==> src/rtl/ysyx_23060072_mem_arbiter.sv <==
// Two-master (IFU/LSU) to one-slave memory arbiter: LSU priority with a bounded
// wait for IFU, one transaction in flight, and flush-aware IFU response dropping.
module ysyx_23060072_mem_arbiter #(
  parameter int MAX_WAIT = 4
) (
  input  logic        clk,
  input  logic        rst_n,
  input  logic        clean_flag_i,
  input  logic        ifu_req_valid_i,
  input  logic [31:0] ifu_addr_i,
  output logic        ifu_req_ready_o,
  output logic        ifu_rsp_valid_o,
  output logic [31:0] ifu_rsp_rdata_o,
  input  logic        lsu_req_valid_i,
  input  logic [31:0] lsu_addr_i,
  input  logic        lsu_wen_i,
  input  logic [31:0] lsu_wdata_i,
  input  logic [3:0]  lsu_wmask_i,
  output logic        lsu_req_ready_o,
  output logic        lsu_rsp_valid_o,
  output logic [31:0] lsu_rsp_rdata_o,
  output logic        mem_req_valid_o,
  input  logic        mem_req_ready_i,
  output logic [31:0] mem_addr_o,
  output logic        mem_wen_o,
  output logic [31:0] mem_wdata_o,
  output logic [3:0]  mem_wmask_o,
  input  logic        mem_rsp_valid_i,
  input  logic [31:0] mem_rsp_rdata_i,
  output logic [1:0]  dbg_state
);
  // Handshake: a request transfers on a cycle where valid and ready are both high;
  // the requester holds valid and fields until then. Responses are 1-cycle pulses.
  localparam int WW = $clog2(MAX_WAIT + 1);

  typedef enum logic [1:0] {IDLE = 2'd0, REQ = 2'd1, RSP = 2'd2} state_t;

  state_t        state, state_nxt;
  logic          owner_lsu;
  logic          drop;
  logic [WW-1:0] wait_cnt;
  logic [31:0]   addr_q, wdata_q;
  logic          wen_q;
  logic [3:0]    wmask_q;

  logic force_ifu, grant_ifu, grant_lsu, rsp_fire;

  always_comb begin
    state_nxt = state;
    force_ifu = 1'b0;
    grant_ifu = 1'b0;
    grant_lsu = 1'b0;
    rsp_fire  = 1'b0;
    case (state)
      IDLE: begin
        force_ifu = (wait_cnt == WW'(MAX_WAIT)) && ifu_req_valid_i;
        grant_lsu = !force_ifu && lsu_req_valid_i;
        grant_ifu = force_ifu ||
                    (!lsu_req_valid_i && ifu_req_valid_i && !clean_flag_i);
        if (grant_ifu || grant_lsu) state_nxt = REQ;
      end
      REQ: if (mem_req_ready_i) state_nxt = RSP;
      RSP: begin
        rsp_fire = mem_rsp_valid_i;
        if (mem_rsp_valid_i) state_nxt = IDLE;
      end
      default: state_nxt = IDLE;
    endcase
  end

  always_ff @(posedge clk) begin
    if (!rst_n) begin
      state     <= IDLE;
      owner_lsu <= 1'b0;
      drop      <= 1'b0;
      wait_cnt  <= '0;
      addr_q    <= '0;
      wen_q     <= 1'b0;
      wdata_q   <= '0;
      wmask_q   <= '0;
    end else begin
      state <= state_nxt;
      if (grant_ifu) begin
        owner_lsu <= 1'b0;
        addr_q    <= ifu_addr_i;
        wen_q     <= 1'b0;
        wdata_q   <= '0;
        wmask_q   <= '0;
        drop      <= clean_flag_i;
        wait_cnt  <= '0;
      end else if (grant_lsu) begin
        owner_lsu <= 1'b1;
        addr_q    <= lsu_addr_i;
        wen_q     <= lsu_wen_i;
        wdata_q   <= lsu_wdata_i;
        wmask_q   <= lsu_wmask_i;
        drop      <= 1'b0;
        if (ifu_req_valid_i && wait_cnt != WW'(MAX_WAIT)) wait_cnt <= wait_cnt + 1'b1;
      end
      if (state != IDLE && !owner_lsu && clean_flag_i) drop <= 1'b1;
      // Completion ends the transaction, so it overrides a same-cycle flush.
      if (rsp_fire) drop <= 1'b0;
    end
  end

  assign ifu_req_ready_o = rst_n && grant_ifu;
  assign lsu_req_ready_o = rst_n && grant_lsu;
  assign mem_req_valid_o = rst_n && (state == REQ);
  // A flush arriving with the response itself also suppresses a stale fetch.
  assign ifu_rsp_valid_o = rst_n && rsp_fire && !owner_lsu && !drop && !clean_flag_i;
  assign lsu_rsp_valid_o = rst_n && rsp_fire && owner_lsu;
  assign ifu_rsp_rdata_o = rst_n ? mem_rsp_rdata_i : 32'd0;
  assign lsu_rsp_rdata_o = rst_n ? mem_rsp_rdata_i : 32'd0;
  assign mem_addr_o      = rst_n ? addr_q : 32'd0;
  assign mem_wen_o       = rst_n && wen_q;
  assign mem_wdata_o     = rst_n ? wdata_q : 32'd0;
  assign mem_wmask_o     = rst_n ? wmask_q : 4'd0;
  assign dbg_state       = state;
endmodule

==> config.mk <==
export PLATFORM = sky130hd
export DESIGN_NAME = ysyx_23060072_mem_arbiter
export DESIGN_NICKNAME = d
export VERILOG_FILES = /design/src/rtl/ysyx_23060072_mem_arbiter.sv
export SDC_FILE = /design/constraint.sdc
export NUM_CORES = 1
export LEC_CHECK = 0
export BUFFER_PORTS_ARGS = -buffer_cell sky130_fd_sc_hd__buf_2
export CORE_AREA = 3 3 108 110
export DETAILED_ROUTE_END_ITERATION = 12
export DIE_AREA = 0 0 111 113
export PLACE_DENSITY = 0.73
export SLEW_MARGIN = 30
export SYNTH_ARGS = -nofsm -noshare
export SYNTH_HDL_FRONTEND = slang
export SYNTH_SLANG_ARGS = --single-unit
==> constraint.sdc <==
create_clock -name clk -period 4.7 [get_ports clk]
set_clock_uncertainty 0.1 [all_clocks]
set_input_delay 0.47 -clock clk [delete_from_list [all_inputs] [get_ports clk]]
set_output_delay 0.47 -clock clk [all_outputs]
set_load 0.02 [all_outputs]
# Yosys cells after proc, flatten, opt, wreduce, memory -nomap -nowiden
# Cells that the tools add are included.
[op_classes]
bitwise = 1
n_reduce_logical = 31
muxes = 16
eq_ne = 7
add_sub_neg = 1
[ops]
columns = ["operator", "n"]
rows = [
  ["$mux 32", 5],
  ["$logic_and 1x1->1", 16],
  ["$mux 1", 6],
  ["$mux 2", 3],
  ["$ne 2x2->1 const B", 3],
  ["$pmux 2 s3", 1],
  ["$logic_not 1->1", 5],
  ["$mux 4", 1],
  ["$reduce_bool 2->1", 2],
  ["$reduce_or 2->1", 2],
  ["$add 3x1->3 const B", 1],
  ["$eq 3x3->1 const B", 1],
  ["$ne 3x3->1 const B", 1],
  ["$reduce_and 3->1", 1],
  ["$reduce_bool 3->1", 1],
  ["$eq 2x1->1 const B", 1],
  ["$eq 2x2->1 const B", 1],
  ["$logic_not 2->1", 1],
  ["$logic_or 1x1->1", 2],
  ["$reduce_and 2->1", 1],
  ["$not 1->1", 1],
]
[word_totals]
output_inout_bits = 140
input_bits = 140
regBits = 76

# Depth between registers and ports, before layout
[depth]
depth_word = 8
depth_mapped = 8

# Worst setup path after synthesis
# No wires, ideal clock.
[synth_path]
kind = "register -> output"
start = "register state[1] (netlist: dbg_state[1])"
end = "output port ifu_rsp_valid_o"
path_stages_with_launch = 4
n_path_buf = 0
t_required_ps = 4130
t_arrival_ps = 1500
path_slack_ps = 2630
cell_sequence = "dfxtp_1 > and3b_1 > nand2_1 > nor4_1"
[synth_between]
elab_chain_len = 6
[synth_lines]
columns = ["element", "line_no", "rtl"]
rows = [
  ["from (decl)", "38", "state_t state, state_nxt;"],
  ["from (signal assigned)", "82", "state <= state_nxt;"],
  ["$eq 2x2->1", "54", "case (state)"],
  ["$mux 1", "54", ""],
  ["$logic_and 1x1->1 (4 in series)", "110", "assign ifu_rsp_valid_o = rst_n && rsp_fire && !owner_lsu && !drop && !clean_flag_i;"],
  ["to (decl)", "12", "output logic ifu_rsp_valid_o,"],
]
# No other way between the ends.

# Worst setup path in the final report
[layout_path]
start = "input port rst_n"
end = "output port ifu_rsp_rdata_o[0]"
[layout_between]
elab_chain_len = 1
[layout_lines]
columns = ["element", "line_no", "rtl"]
rows = [
  ["from (decl)", "7", "input logic rst_n,"],
  ["$mux 32", "112", "assign ifu_rsp_rdata_o = rst_n ? mem_rsp_rdata_i : 32'd0;"],
  ["to (decl)", "13", "output logic [31:0] ifu_rsp_rdata_o,"],
]
# No other way between the ends.

==> results.json <==
{
  "synth-edff-count": 0,
  "r2r-start": "wait_cnt[0]",
  "cap_violations": 0,
  "ys_warn_count": 0,
  "vias": 3994,
  "area_delta_synth_final_pct": 35.0,
  "clk_latency_ps": 350,
  "intPower_uw": 1130,
  "post_cts_buffers": 0,
  "antenna_found_initial": 5,
  "postCtsHoldBufs": 0,
  "holdCritStartpoint": "lsu_wdata_i[5]",
  "core_mm2": 0.0108,
  "layout_setup_ws_ps": 1960,
  "fin_crit_ps": 2740,
  "synth-async-reset-ratio": 0,
  "crit_slowest_cell": "buf_2",
  "synth.top_cell.area_share": 0.380,
  "outcome": "finished clean",
  "cts_tree": "done",
  "ys_types": 31,
  "ys.flop_type": "dfxtp_1",
  "synth_seq_cells": 76,
  "final_area_mm2": 0.00541,
  "critPathLaunchType": "input pin",
  "syn_avg_cell_area_um2": 8.02,
  "crit_path_frequent_cell": "buf_2",
  "hpwl_um": 9140,
  "yosysMostFrequentCell": "and2_1",
  "grt_first_pass_wirelength_um": 18500,
  "htreeDepth": 3,
  "slew_headroom": 0.437,
  "std_cell_rows": 38,
  "grt_pass1_vias": 3606,
  "clock_sinks": 76,
  "synthCells": 499,
  "gp_congestion": 0.817,
  "path_clk_slew_ps": 90,
  "cp_max_fo": 74,
  "end_kind": "primary output",
  "crit_buf_inv": 3,
  "cts-root-buf": "clkbuf_8",
  "r2r_end": "wdata_q[23]",
  "worst_ep_required_time_ps": 4130,
  "ctsResizeCount": 0,
  "hold_violations": 0,
  "grt_usage": 0.182,
  "routed_wl_um": 12100,
  "cp_top_family": "buffers and inverters",
  "fin_tns_setup_ps": 0,
  "power_uw": 1650,
  "reg2reg_slack_ps": 2470,
  "fin_nets": 867,
  "drive_above_1_share": 0.426,
  "synth_xor_area_frac": 0.00219,
  "yosysTopAreaCell": "dfxtp_1",
  "final_max_slew_viol_count": 0,
  "preCtsSetupSlack_ps": 1960,
  "critPathKind": "input pin to primary output",
  "vias_per_cell": 4.57,
  "dpl_cell_area_mm2": 0.00519,
  "clock_power_share": 0.312,
  "rr_worst_depth": 7,
  "fmax_mhz": 365,
  "yosys.area_share.simple": 0.265,
  "grt_max_degree": 75,
  "die-area_mm2": 0.0125,
  "die_h_um": 113,
  "finalCritPeriodShare": 0.583,
  "combPwrFrac": 0.247,
  "powerDensity_mw_per_mm2": 305,
  "grt_setup_unrepaired": "false",
  "synth_nets": 641,
  "numCtsBuffers": 9,
  "yosysSeqAreaShare": 0.380,
  "ant_nets": 0,
  "initial_core_util": 0.371,
  "timing.hold.ws_ps": 247,
  "globalRouteOverflowTotal": 0,
  "synth_top_family_by_area": "simple AND/OR/NAND/NOR gates",
  "power_frac_seq": 0.440,
  "wl_per_cell_um": 13.9,
  "clockBufferDepth": 2,
  "whs_path_depth": 3,
  "synth.top_cells.by_count": "and2_1 (101), nand2_1 (78), dfxtp_1 (76)",
  "syn_area_mm2": 0.00400,
  "io_buffers": 279,
  "hold_path.class": "input pin to flop",
  "first_pass_iters": 4,
  "cp.arrival_ps": 2170,
  "synth_fa_ha_area_frac": 0.00625,
  "drtIter0Drc": 188,
  "max_stage_delay_ps": 640,
  "io_pins": 280,
  "synthMuxAreaShare": 0.0850,
  "power.leakage_uw": 0.00295,
  "drc": 0,
  "hold_end": "wdata_q[5]",
  "die_w_um": 111,
  "sw_frac_of_total": 0.318,
  "worst_pin_slew_ps": 844,
  "vdd_ir_drop_max_uv": 150,
  "setup_viol": 0,
  "path_cells": "buf_2 -> buf_4 -> and2_1 -> buf_2",
  "switching_power_uw": 525,
  "synth_compound_area_frac": 0.149,
  "yosys-top-cells-area": "dfxtp_1 (38%), and2_1 (16%), mux2i_1 (8.5%), a21oi_1 (7.9%), nand2_1 (7.3%)"
}
-- metal layers --
| layer | vias to the layer above | global-route usage | share of wire | routed length (um) |
|---|---|---|---|---|
| li1 | 2057 | - | - | - |
| met4 | 0 | 0.0772 | 0.022 | 269 |
| met5 | - | 0 | 0 | 0 |
| met2 | 155 | 0.327 | 0.53 | 6470 |
| met1 | 1763 | 0.211 | 0.38 | 4650 |
| met3 | 19 | 0.0385 | 0.059 | 717 |
-- worst max path at each step --
stage,startpoint,to,cells past startpoint
floorplan,dbg_state[1],ifu_rsp_valid_o,3
global placement,clean_flag_i,ifu_req_ready_o,5
detailed placement,rst_n,ifu_rsp_rdata_o[0],4
CTS,rst_n,ifu_rsp_rdata_o[0],4
global route,rst_n,ifu_rsp_rdata_o[0],4
finish,rst_n,ifu_rsp_rdata_o[0],4
-- tightest hold or removal path: stages --
cell and delay (ps):
buf_2 90, nand2_1 40, a21oi_1 50
-- cell type report --
class                   instances  area, um^2
fillers                      1105        5390
well taps                     140         175
flip-flops and latches         76        1520
multi-input cells             349        2040
inverters                       5        18.8
clock buffers                  10         138
repair buffers                284        1430
diodes                          4        10.0
clock inverters                 6        68.8
-- state kept, by name, summed over array words and instances, names as in the netlist --
signal,cells
wmask_q,4
wdata_q,32
wait_cnt,3
dbg_state,2
addr_q,32
wen_q,1
drop,1
owner_lsu,1
-- stage by stage --
| stage | utilization | std cells |
|---|---|---|
| finish | 0.501 | 874 |
| floorplan | - | 499 |
| global route | 0.501 | 874 |
| CTS | 0.500 | 870 |
| global placement | 0.480 | 854 |
| detailed placement | 0.481 | 854 |
-- power groups by stage --
stage / clock [uW] / combinational, uW / sequential [uW]
3_5_place_dp: 0 / 412 / 742
6_report: 516 / 408 / 727
5_1_grt: 564 / 450 / 735
2_1_floorplan: 0 / 290 / 737
4_1_cts: 538 / 414 / 727
3_3_place_gp: 0 / 409 / 740
-- cells by family after synthesis --
logic type                 Yosys count
DFF                                 76
AOI/OAI and AO/OA                  107
muxes                               34
buffers and inverters               74
xor gates and xnor gates             1
adders and majority gates            2
and+or+nand+nor                    205
-- layout by cell type, fill, tap and decap left out, types with 2 or more instances in the layout --
cell type and instances:
nand3_1 2, diode_2 4, nor3b_1 2, and3_1 2
a21oi_2 8, o21ai_1 10, and2_1 101, nand2_1 78
a21oi_1 63, buf_2 279, clkbuf_8 10, dfxtp_1 76
inv_6 2, mux2i_1 34, nor2_1 12, buf_4 5
inv_1 5, ha_1 2, o21ai_0 23
(Power assumes the default switching activity.)
